## config.mk

```make
export PLATFORM = sky130hd
export DESIGN_NAME = transmitter
export DESIGN_NICKNAME = d
export VERILOG_FILES = /design/src/rtl/transmitter_pkg.sv /design/src/rtl/transmitter.sv
export SDC_FILE = /design/constraint.sdc
export NUM_CORES = 1
export LEC_CHECK = 0
export ABC_AREA = 1
export CAP_MARGIN = 10
export CORE_ASPECT_RATIO = 1.2
export CORE_MARGIN = 3
export CORE_UTILIZATION = 55
export CTS_CLUSTER_DIAMETER = 60
export DETAILED_ROUTE_END_ITERATION = 8
export GPL_TIMING_DRIVEN = 1
export PLACE_DENSITY = 0.81
export SLEW_MARGIN = 20
export SYNTH_ARGS = -nofsm -noshare
export SYNTH_HDL_FRONTEND = slang
export SYNTH_SLANG_ARGS = --single-unit
export TNS_END_PERCENT = 20
```

## constraint.sdc

```tcl
create_clock -name i_clock -period 3.1 [get_ports i_clock]
set_input_delay 0.62 -clock i_clock [delete_from_list [all_inputs] [get_ports i_clock]]
set_output_delay 0.62 -clock i_clock [all_outputs]
set_load 0.01 [all_outputs]
```

## src/rtl/transmitter_pkg.sv

```systemverilog
// Shared UART definitions: one-hot transmitter states, default frame sizing,
// parity-mode constants and the parity helper.
package transmitter_pkg;

  typedef enum logic [4:0] {
    ST_IDLE   = 5'b00001,
    ST_START  = 5'b00010,
    ST_DATA   = 5'b00100,
    ST_PARITY = 5'b01000,
    ST_STOP   = 5'b10000
  } tx_state_e;

  localparam int DEF_NB_DATA = 8;
  localparam int DEF_N_TICKS = 16;

  localparam int PAR_EVEN = 0;
  localparam int PAR_ODD  = 1;

  // Parity bit for a word (zero-extended to 32 bits, which leaves the parity unchanged).
  function automatic logic word_parity(input logic [31:0] word, input logic odd);
    return (^word) ^ odd;
  endfunction

endpackage

```

## src/rtl/transmitter.sv

```systemverilog
// UART transmitter: start bit, NB_DATA data bits LSB first, optional parity,
// one stop bit, with a one-entry holding register for back-to-back frames.
module transmitter
  import transmitter_pkg::*;
#(
  parameter int NB_DATA    = DEF_NB_DATA,
  parameter int N_TICKS    = DEF_N_TICKS,
  parameter int PARITY_EN  = 0,
  parameter int PARITY_ODD = PAR_EVEN
) (
  input  logic               i_clock,
  input  logic               i_reset,
  input  logic               i_signal_tick,
  input  logic               i_tx_start,
  input  logic [NB_DATA-1:0] i_data,
  output logic               o_tx,
  output logic               o_tx_ready,
  output logic               o_busy,
  output logic               o_tx_done
);

  localparam int TW = (N_TICKS > 1) ? $clog2(N_TICKS) : 1;
  localparam int BW = (NB_DATA > 1) ? $clog2(NB_DATA) : 1;
  localparam logic [TW-1:0] TICK_LAST = TW'(N_TICKS - 1);
  localparam logic [BW-1:0] BIT_LAST  = BW'(NB_DATA - 1);

  tx_state_e          state_r, state_nx;
  logic [TW-1:0]      tick_cnt_r, tick_cnt_nx;
  logic [BW-1:0]      bit_cnt_r, bit_cnt_nx;
  logic [NB_DATA-1:0] shift_r, shift_nx;
  logic [NB_DATA-1:0] hold_data_r, hold_data_nx;
  logic               hold_valid_r, hold_valid_nx;
  logic               parity_r, parity_nx;
  logic               tx_r, tx_nx;
  logic               done_r, done_nx;
  logic               ready_r, busy_r;
  logic               accept_s, bit_end_s;

  // Next-state, holding-register and serial-line logic.
  always_comb begin
    accept_s      = i_tx_start && ready_r;
    bit_end_s     = i_signal_tick && (tick_cnt_r == TICK_LAST);
    state_nx      = state_r;
    bit_cnt_nx    = bit_cnt_r;
    shift_nx      = shift_r;
    parity_nx     = parity_r;
    tx_nx         = tx_r;
    done_nx       = 1'b0;
    // Accept and load are mutually exclusive: accept needs an empty holding register.
    if (accept_s) begin
      hold_data_nx  = i_data;
      hold_valid_nx = 1'b1;
    end else begin
      hold_data_nx  = hold_data_r;
      hold_valid_nx = hold_valid_r;
    end
    if ((state_r != ST_IDLE) && i_signal_tick) begin
      tick_cnt_nx = bit_end_s ? '0 : tick_cnt_r + TW'(1);
    end else begin
      tick_cnt_nx = tick_cnt_r;
    end

    case (state_r)
      ST_IDLE: begin
        if (hold_valid_r) begin
          state_nx      = ST_START;
          shift_nx      = hold_data_r;
          parity_nx     = word_parity(32'(hold_data_r), PARITY_ODD != 0);
          hold_valid_nx = 1'b0;
          tick_cnt_nx   = '0;
          tx_nx         = 1'b0;
        end else begin
          tick_cnt_nx = '0;
          tx_nx       = 1'b1;
        end
      end
      ST_START: begin
        if (bit_end_s) begin
          state_nx   = ST_DATA;
          bit_cnt_nx = '0;
          tx_nx      = shift_r[0];
        end else begin
          tx_nx = 1'b0;
        end
      end
      ST_DATA: begin
        if (bit_end_s) begin
          shift_nx = shift_r >> 1;
          if (bit_cnt_r == BIT_LAST) begin
            if (PARITY_EN != 0) begin
              state_nx = ST_PARITY;
              tx_nx    = parity_r;
            end else begin
              state_nx = ST_STOP;
              tx_nx    = 1'b1;
            end
          end else begin
            bit_cnt_nx = bit_cnt_r + BW'(1);
            tx_nx      = shift_r[1];
          end
        end else begin
          tx_nx = shift_r[0];
        end
      end
      ST_PARITY: begin
        if (bit_end_s) begin
          state_nx = ST_STOP;
          tx_nx    = 1'b1;
        end else begin
          tx_nx = parity_r;
        end
      end
      ST_STOP: begin
        if (bit_end_s) begin
          done_nx = 1'b1;
          // A queued word starts on this same edge, so frames abut with no idle gap.
          if (hold_valid_r) begin
            state_nx      = ST_START;
            shift_nx      = hold_data_r;
            parity_nx     = word_parity(32'(hold_data_r), PARITY_ODD != 0);
            hold_valid_nx = 1'b0;
            tick_cnt_nx   = '0;
            tx_nx         = 1'b0;
          end else begin
            state_nx = ST_IDLE;
            tx_nx    = 1'b1;
          end
        end else begin
          tx_nx = 1'b1;
        end
      end
      default: begin
        state_nx    = ST_IDLE;
        tx_nx       = 1'b1;
        tick_cnt_nx = '0;
        bit_cnt_nx  = '0;
      end
    endcase
  end

  // State and datapath registers; every output is taken straight from a flop.
  always_ff @(posedge i_clock) begin
    if (i_reset) begin
      state_r      <= ST_IDLE;
      tick_cnt_r   <= '0;
      bit_cnt_r    <= '0;
      shift_r      <= '0;
      hold_data_r  <= '0;
      hold_valid_r <= 1'b0;
      parity_r     <= 1'b0;
      tx_r         <= 1'b1;
      done_r       <= 1'b0;
      ready_r      <= 1'b1;
      busy_r       <= 1'b0;
    end else begin
      state_r      <= state_nx;
      tick_cnt_r   <= tick_cnt_nx;
      bit_cnt_r    <= bit_cnt_nx;
      shift_r      <= shift_nx;
      hold_data_r  <= hold_data_nx;
      hold_valid_r <= hold_valid_nx;
      parity_r     <= parity_nx;
      tx_r         <= tx_nx;
      done_r       <= done_nx;
      ready_r      <= ~hold_valid_nx;
      busy_r       <= (state_nx != ST_IDLE);
    end
  end

  assign o_tx       = tx_r;
  assign o_tx_ready = ready_r;
  assign o_busy     = busy_r;
  assign o_tx_done  = done_r;

endmodule

```

==> results of run 1 <==
flip-flops by register name (all words and copies together), names as in the netlist:
name	count
o_tx	1
parity_r	1
bit_cnt_r	3
state_r	5
tick_cnt_r	4
hold_data_r	8
o_tx_done	1
o_busy	1
hold_valid_r	1
o_tx_ready	1
shift_r	8
area by class of cell:
type                    count  area share
clock buffers               7      0.0347
inverters                  34      0.0580
multi-input cells         206       0.506
flip-flops and latches     34       0.309
well taps                  37      0.0210
repair buffers             16      0.0716
cells by family after synthesis:
family | after synthesis | share of synthesized area
adder cells (fa/ha/maj) | 3 | 0.0186
XOR/XNOR | 12 | 0.0520
flip-flops | 34 | 0.337
AND/OR/NAND/NOR | 165 | 0.399
AO/OA/AOI/OAI | 26 | 0.0818
buffers and inverters | 44 | 0.112
worst max-delay path, delay by kind of cell:
family | cells | cell delay (ns)
buffers and inverters | 1 | 0.48
and+or+nand+nor | 7 | 1.14
stage by stage:
step	utilization	hold WS (ns)	instance area, sq um	cells
floorplan	-	0.461	2020	284
global route	0.643	0.525	2200	334
global placement	0.621	0.467	2130	327
finish	0.643	0.497	2200	334
CTS	0.643	0.497	2200	334
detailed placement	0.621	0.481	2130	327
layout by cell type (no fill, tap or decap), drive strengths merged:
master,Yosys,layout
and3,1,1
xnor2,6,6
clkdlybuf4s50,0,15
nor2,52,52
dfxtp,34,34
o21ai,14,14
nand3,16,16
nand4,14,14
buf,5,1
nor3,2,2
or2,1,1
clkbuf,5,7
ha,3,3
clkinv,6,6
xor2,6,6
a21oi,10,10
o211ai,2,2
inv,28,28
nand2,79,79
power by group through the flow:
stage	Clock, uW	Combinational [uW]	Sequential (uW)
6_report	300	263	521
3_5_place_dp	0	262	531
2_1_floorplan	0	213	523
3_3_place_gp	0	256	530
4_1_cts	307	264	522
5_1_grt	323	304	528
routing by layer:
metal,up-vias,part of all wire
met3,6,0.039
met1,763,0.49
li1,920,-
met5,-,0
met2,32,0.46
met4,0,0.016
how the worst max path moves through the flow:
stage / startpoint / endpoint / depth (start not counted)
2_1_floorplan: i_signal_tick / shift_r[6] / 9
3_3_place_gp: i_signal_tick / shift_r[1] / 8
3_5_place_dp: i_signal_tick / shift_r[1] / 8
4_1_cts: i_signal_tick / shift_r[1] / 8
5_1_grt: i_signal_tick / shift_r[2] / 8
6_report: i_signal_tick / shift_r[3] / 8
==> flow_summary.toml, run 1 <==
[run]
cap_violations = 0

[clocking]
worstSkewPairLatency_ns = 0.28
cts_made_buffers = 5
cts_setup_buffers = 0
cts_max_path_buffers = 2
cts_tree = "yes"
post_cts_resized = 0
htreeDepth = 2
clkTransAtPathRegs_ns = 0.06
hold_buffers = 0
clock_sinks = 34
cts_root_buf = "clkbuf_8"

[timing]
fmax_mhz = 484
clock_skew_ns = 0.00376
setup_violations = 0
period_needed_ns = 2.07
max-slew-margin-rel = 0.672
tightestPinTransition_ns = 0.490
hold_violations = 0
setup_tns_ns = 0
grt_setup_unrepaired = "false"
drv_slew = 0
fin_ws_ns = 1.03
post-route-period-util = 0.667

[die]
chipHeight_um = 72.4
start_util = 0.590
core_area_sq_mm = 0.00342
fp.dieW_um = 61.3
rows = 23
die-area_sq_mm = 0.00444
io_pins = 16

[yosys]
synth_edf_count = 0
syn_area_sq_mm = 0.00202
yosys_warnings = 0
synth_fp_nets = 299
synthTopCellsByCount = "nand2_1, nor2_1, dfxtp_1, inv_1, nand4_1"
yosys.area.top_type = "dfxtp_1"
ys_ff_latch = 34
synthArstFlopShare = 0
synth_area_leaders = "dfxtp_1, nand2_1, nor2_1"
yosysUniqueCellTypes = 31
netlist.area_leader.share = 0.337
yosysSeqAreaShare = 0.337
synth.avg_cell_area_sq_um = 7.11
synth_ff_type = "dfxtp_1"
synth.most_common_cell = "nand2_1"
netlist_instances = 284

[pwr]
seqPwrFrac = 0.481
switching_power_uw = 334
powerDensity_mw_per_mm2 = 492
leakage_uw = 0.000981
total_power_uw = 1080
p_int_uw = 750
switching_share = 0.308
power_frac_comb = 0.242
clock_power_share = 0.277
ir_drop_mv = 0.329

[layout]
fin_nets = 312
areaGrowthSynthToFinish_pct = 9.05
multiInputGateArea_sq_mm = 0.00111
fillers = 313
seqCellArea_sq_um = 681
n_antenna_cell = 0
drive_above_1_share = 0.128

[global_routing]
grtUsageMet2 = 0.289
use_met1 = 0.256
grt_max_degree = 19
grt_pass1_vias = 1487
grt_pass1_wl_um = 6490
met3_usage = 0.0427
grt_overflow = 0
busiest_layer = "met2"
gr-usage-all-layers = 0.189
antenna_found_initial = 0

[critical_path]
critPathMaxFanout = 16
cp_cell_sequence = "clkdlybuf4s50_1 > nand2_1 > nor2_4 > nor2_4 > nor2_4 > nand3_1 > nand2_1 > nor2_1"
cpMaxStageDelayCell = "clkdlybuf4s50_1"
r2r_slack_ns = 1.34
r2r-end = "shift_r[3]"
worstSetupPathType = "in2reg"
end_kind = "flip-flop"
critPathArrivalTime_ns = 2.25
timing.rr.start = "tick_cnt_r[0]"
worstRegToRegCells = 8
required_ns = 3.28
start_kind = "primary input"
cpMostUsedCell = "nor2_4"
critPathMaxStageDelay_ns = 0.48

[place]
gp_congestion = 0.875
pre_cts_ws_ns = 0.743
post-dp-hpwl_um = 2640
io_buffers = 15

[min_path]
hp-start = "shift_r[3]"
hold-path-endpoint = "shift_r[3]"
min_path_type = "reg2reg"
whs_path_depth = 2

[route]
finalWirelength_um = 3590
dr.pass1.iters = 6
drtIter0Drc = 57
wire_per_inst_um = 10.8
vias_per_cell = 5.15
postRouteAntennaNets = 0
routed-via-count = 1721
route.detailed.drc = 0

[status]
outcome = "completed"
(Power assumes the default switching activity.)
==> run 2, diff against run 1 <==
Clock period 3.1 ns to 2 ns, I/O delays scaled along.
==> run 2 against run 1 <==
- die area unchanged
- sequential share of layout area down 0.87 points
- total power up 59%
- cell count up 1.5%
- non-clock buffer count up 6
- register-to-register slack worse by 0.84 ns
- cell area up 2.9%
- global-route usage up 0.73 points
- critical endpoint is now shift_r[1]
- largest power group unchanged
==> flow_summary.toml, run 2 (same netlist as run 1, synthesis figures left out) <==
[layout]
final_util = 0.662
seqCellArea_sq_um = 681
fin_nets = 318
n_antenna_cell = 0
drive_above_1_share = 0.149
reg_top3 = "hold_data_r (8), shift_r (8), state_r (5)"
multiInputGateArea_sq_mm = 0.00111
fillers = 296
most-common-layout-cells = "nand2_1, nor2_1, dfxtp_1"
areaGrowthSynthToFinish_pct = 12.2
stdcell_count = 339
final_common_cell = "nand2_1"

[clocking]
cts_max_path_buffers = 2
cts_made_buffers = 5
cts_root_buf = "clkbuf_8"
post_cts_resized = 0
hold_buffers = 0
htreeDepth = 2
clkTransAtPathRegs_ns = 0.06
cts_tree = "yes"
clock_sinks = 34
worstSkewPairLatency_ns = 0.29
cts_setup_buffers = 0

[min_path]
min_path_type = "reg2reg"
hp-start = "shift_r[6]"
whs_path_depth = 2
hold-path-endpoint = "shift_r[6]"

[route]
dr.pass1.iters = 4
finalWirelength_um = 3690
postRouteAntennaNets = 0
drtIter0Drc = 56
wire_per_inst_um = 10.9
vias_per_cell = 5.10
route.detailed.drc = 0
routed-via-count = 1730

[critical_path]
end_kind = "flip-flop"
timing.rr.start = "state_r[0]"
r2r_slack_ns = 0.50
critPathMaxStageDelay_ns = 0.47
critPathMaxFanout = 16
required_ns = 2.19
cpMaxStageDelayCell = "clkdlybuf4s50_1"
crit_start = "i_signal_tick"
worstRegToRegCells = 8
cpMostUsedCell = "nor2_4"
r2r-end = "o_tx_ready"
path_buf_inv = 2
critPathArrivalTime_ns = 1.75
cp_cell_sequence = "clkdlybuf4s50_1 > nand2_1 > nor2_4 > nor2_4 > nor2_4 > buf_12 > nand3_1 > nand2_1 > nor2_1"
path_delay_family = "simple AND/OR/NAND/NOR gates"
worstSetupPathType = "in2reg"
start_kind = "primary input"

[place]
gp_congestion = 0.948
post-place-cells = 333
post-dp-hpwl_um = 2740
io_buffers = 15

[timing]
clock_skew_ns = 0.00498
max-slew-margin-rel = 0.754
fmax_mhz = 639
period_needed_ns = 1.57
setup_violations = 0
grt_setup_unrepaired = "false"
drv_slew = 0
post-route-period-util = 0.783
tightestPinTransition_ns = 0.368
hold_violations = 0
hold_slack_ns = 0.488
setup_tns_ns = 0

[global_routing]
gr-usage-all-layers = 0.197
grt_max_degree = 17
grt_pass1_vias = 1565
grt_pass1_wl_um = 6630
grt_overflow = 0
antenna_found_initial = 0

[die]
core_area_sq_mm = 0.00342
fp.dieW_um = 61.3
io_pins = 16
start_util = 0.590
die-area_sq_mm = 0.00444
chipHeight_um = 72.4
rows = 23

[pwr]
powerDensity_mw_per_mm2 = 762
leakage_uw = 0.00102
ir_drop_mv = 0.646
total_power_uw = 1730

[run]
cap_violations = 0

[status]
outcome = "completed"
==> run 2: changes by cell type in the layout (fill, tap and decap cells not counted) <==
cell      change
buf_4         +5
buf_12        +1
clkbuf_8      +1
clkbuf_1      -2
==> run 2: final cells by class <==
cell class	instances	area share
Clock buffer	6	0.0364
Timing Repair Buffer	22	0.0950
Sequential cell	34	0.300
Inverter	34	0.0563
Tap cell	37	0.0204
Multi-Input combinational cell	206	0.491
==> run 2: stage by stage <==
step / setup WS [ns] / area (sq um)
2_1_floorplan: 0.552 / 2020
3_3_place_gp: 0.155 / 2180
3_5_place_dp: 0.132 / 2180
4_1_cts: 0.437 / 2270
5_1_grt: 0.275 / 2270
6_report: 0.434 / 2270
==> run 2: power by group <==
part / internal, uW / switching (uW) / leakage [uW]
logic: 186 / 232 / 0.000699
registers: 748 / 62.6 / 0.000279
clock network: 265 / 234 / 0.0000431
total: 1200 / 529 / 0.00102
==> run 2: worst max-delay path by stage <==
| stage | end | cells after the start |
|---|---|---|
| 2_1_floorplan | shift_r[6] | 10 |
| 3_3_place_gp | shift_r[4] | 9 |
| 3_5_place_dp | shift_r[1] | 9 |
| 4_1_cts | shift_r[5] | 9 |
| 5_1_grt | bit_cnt_r[1] | 9 |
| 6_report | shift_r[1] | 9 |
==> run 2: worst register-to-register path: stages (launching register included) <==
cell	delay, ns
dfxtp_1	0.37
nor2_4	0.21
nand3_2	0.20
nor2_4	0.16
inv_1	0.07
nand3_1	0.13
nand2_1	0.07
nor2_1	0.13
inv_1	0.06
==> run 2: layer usage <==
metal,vias up,track usage,share of wire
met4,0,0.0867,0.018
met2,40,0.294,0.47
met3,6,0.0605,0.047
met1,758,0.257,0.47
li1,926,-,-
met5,-,0,0
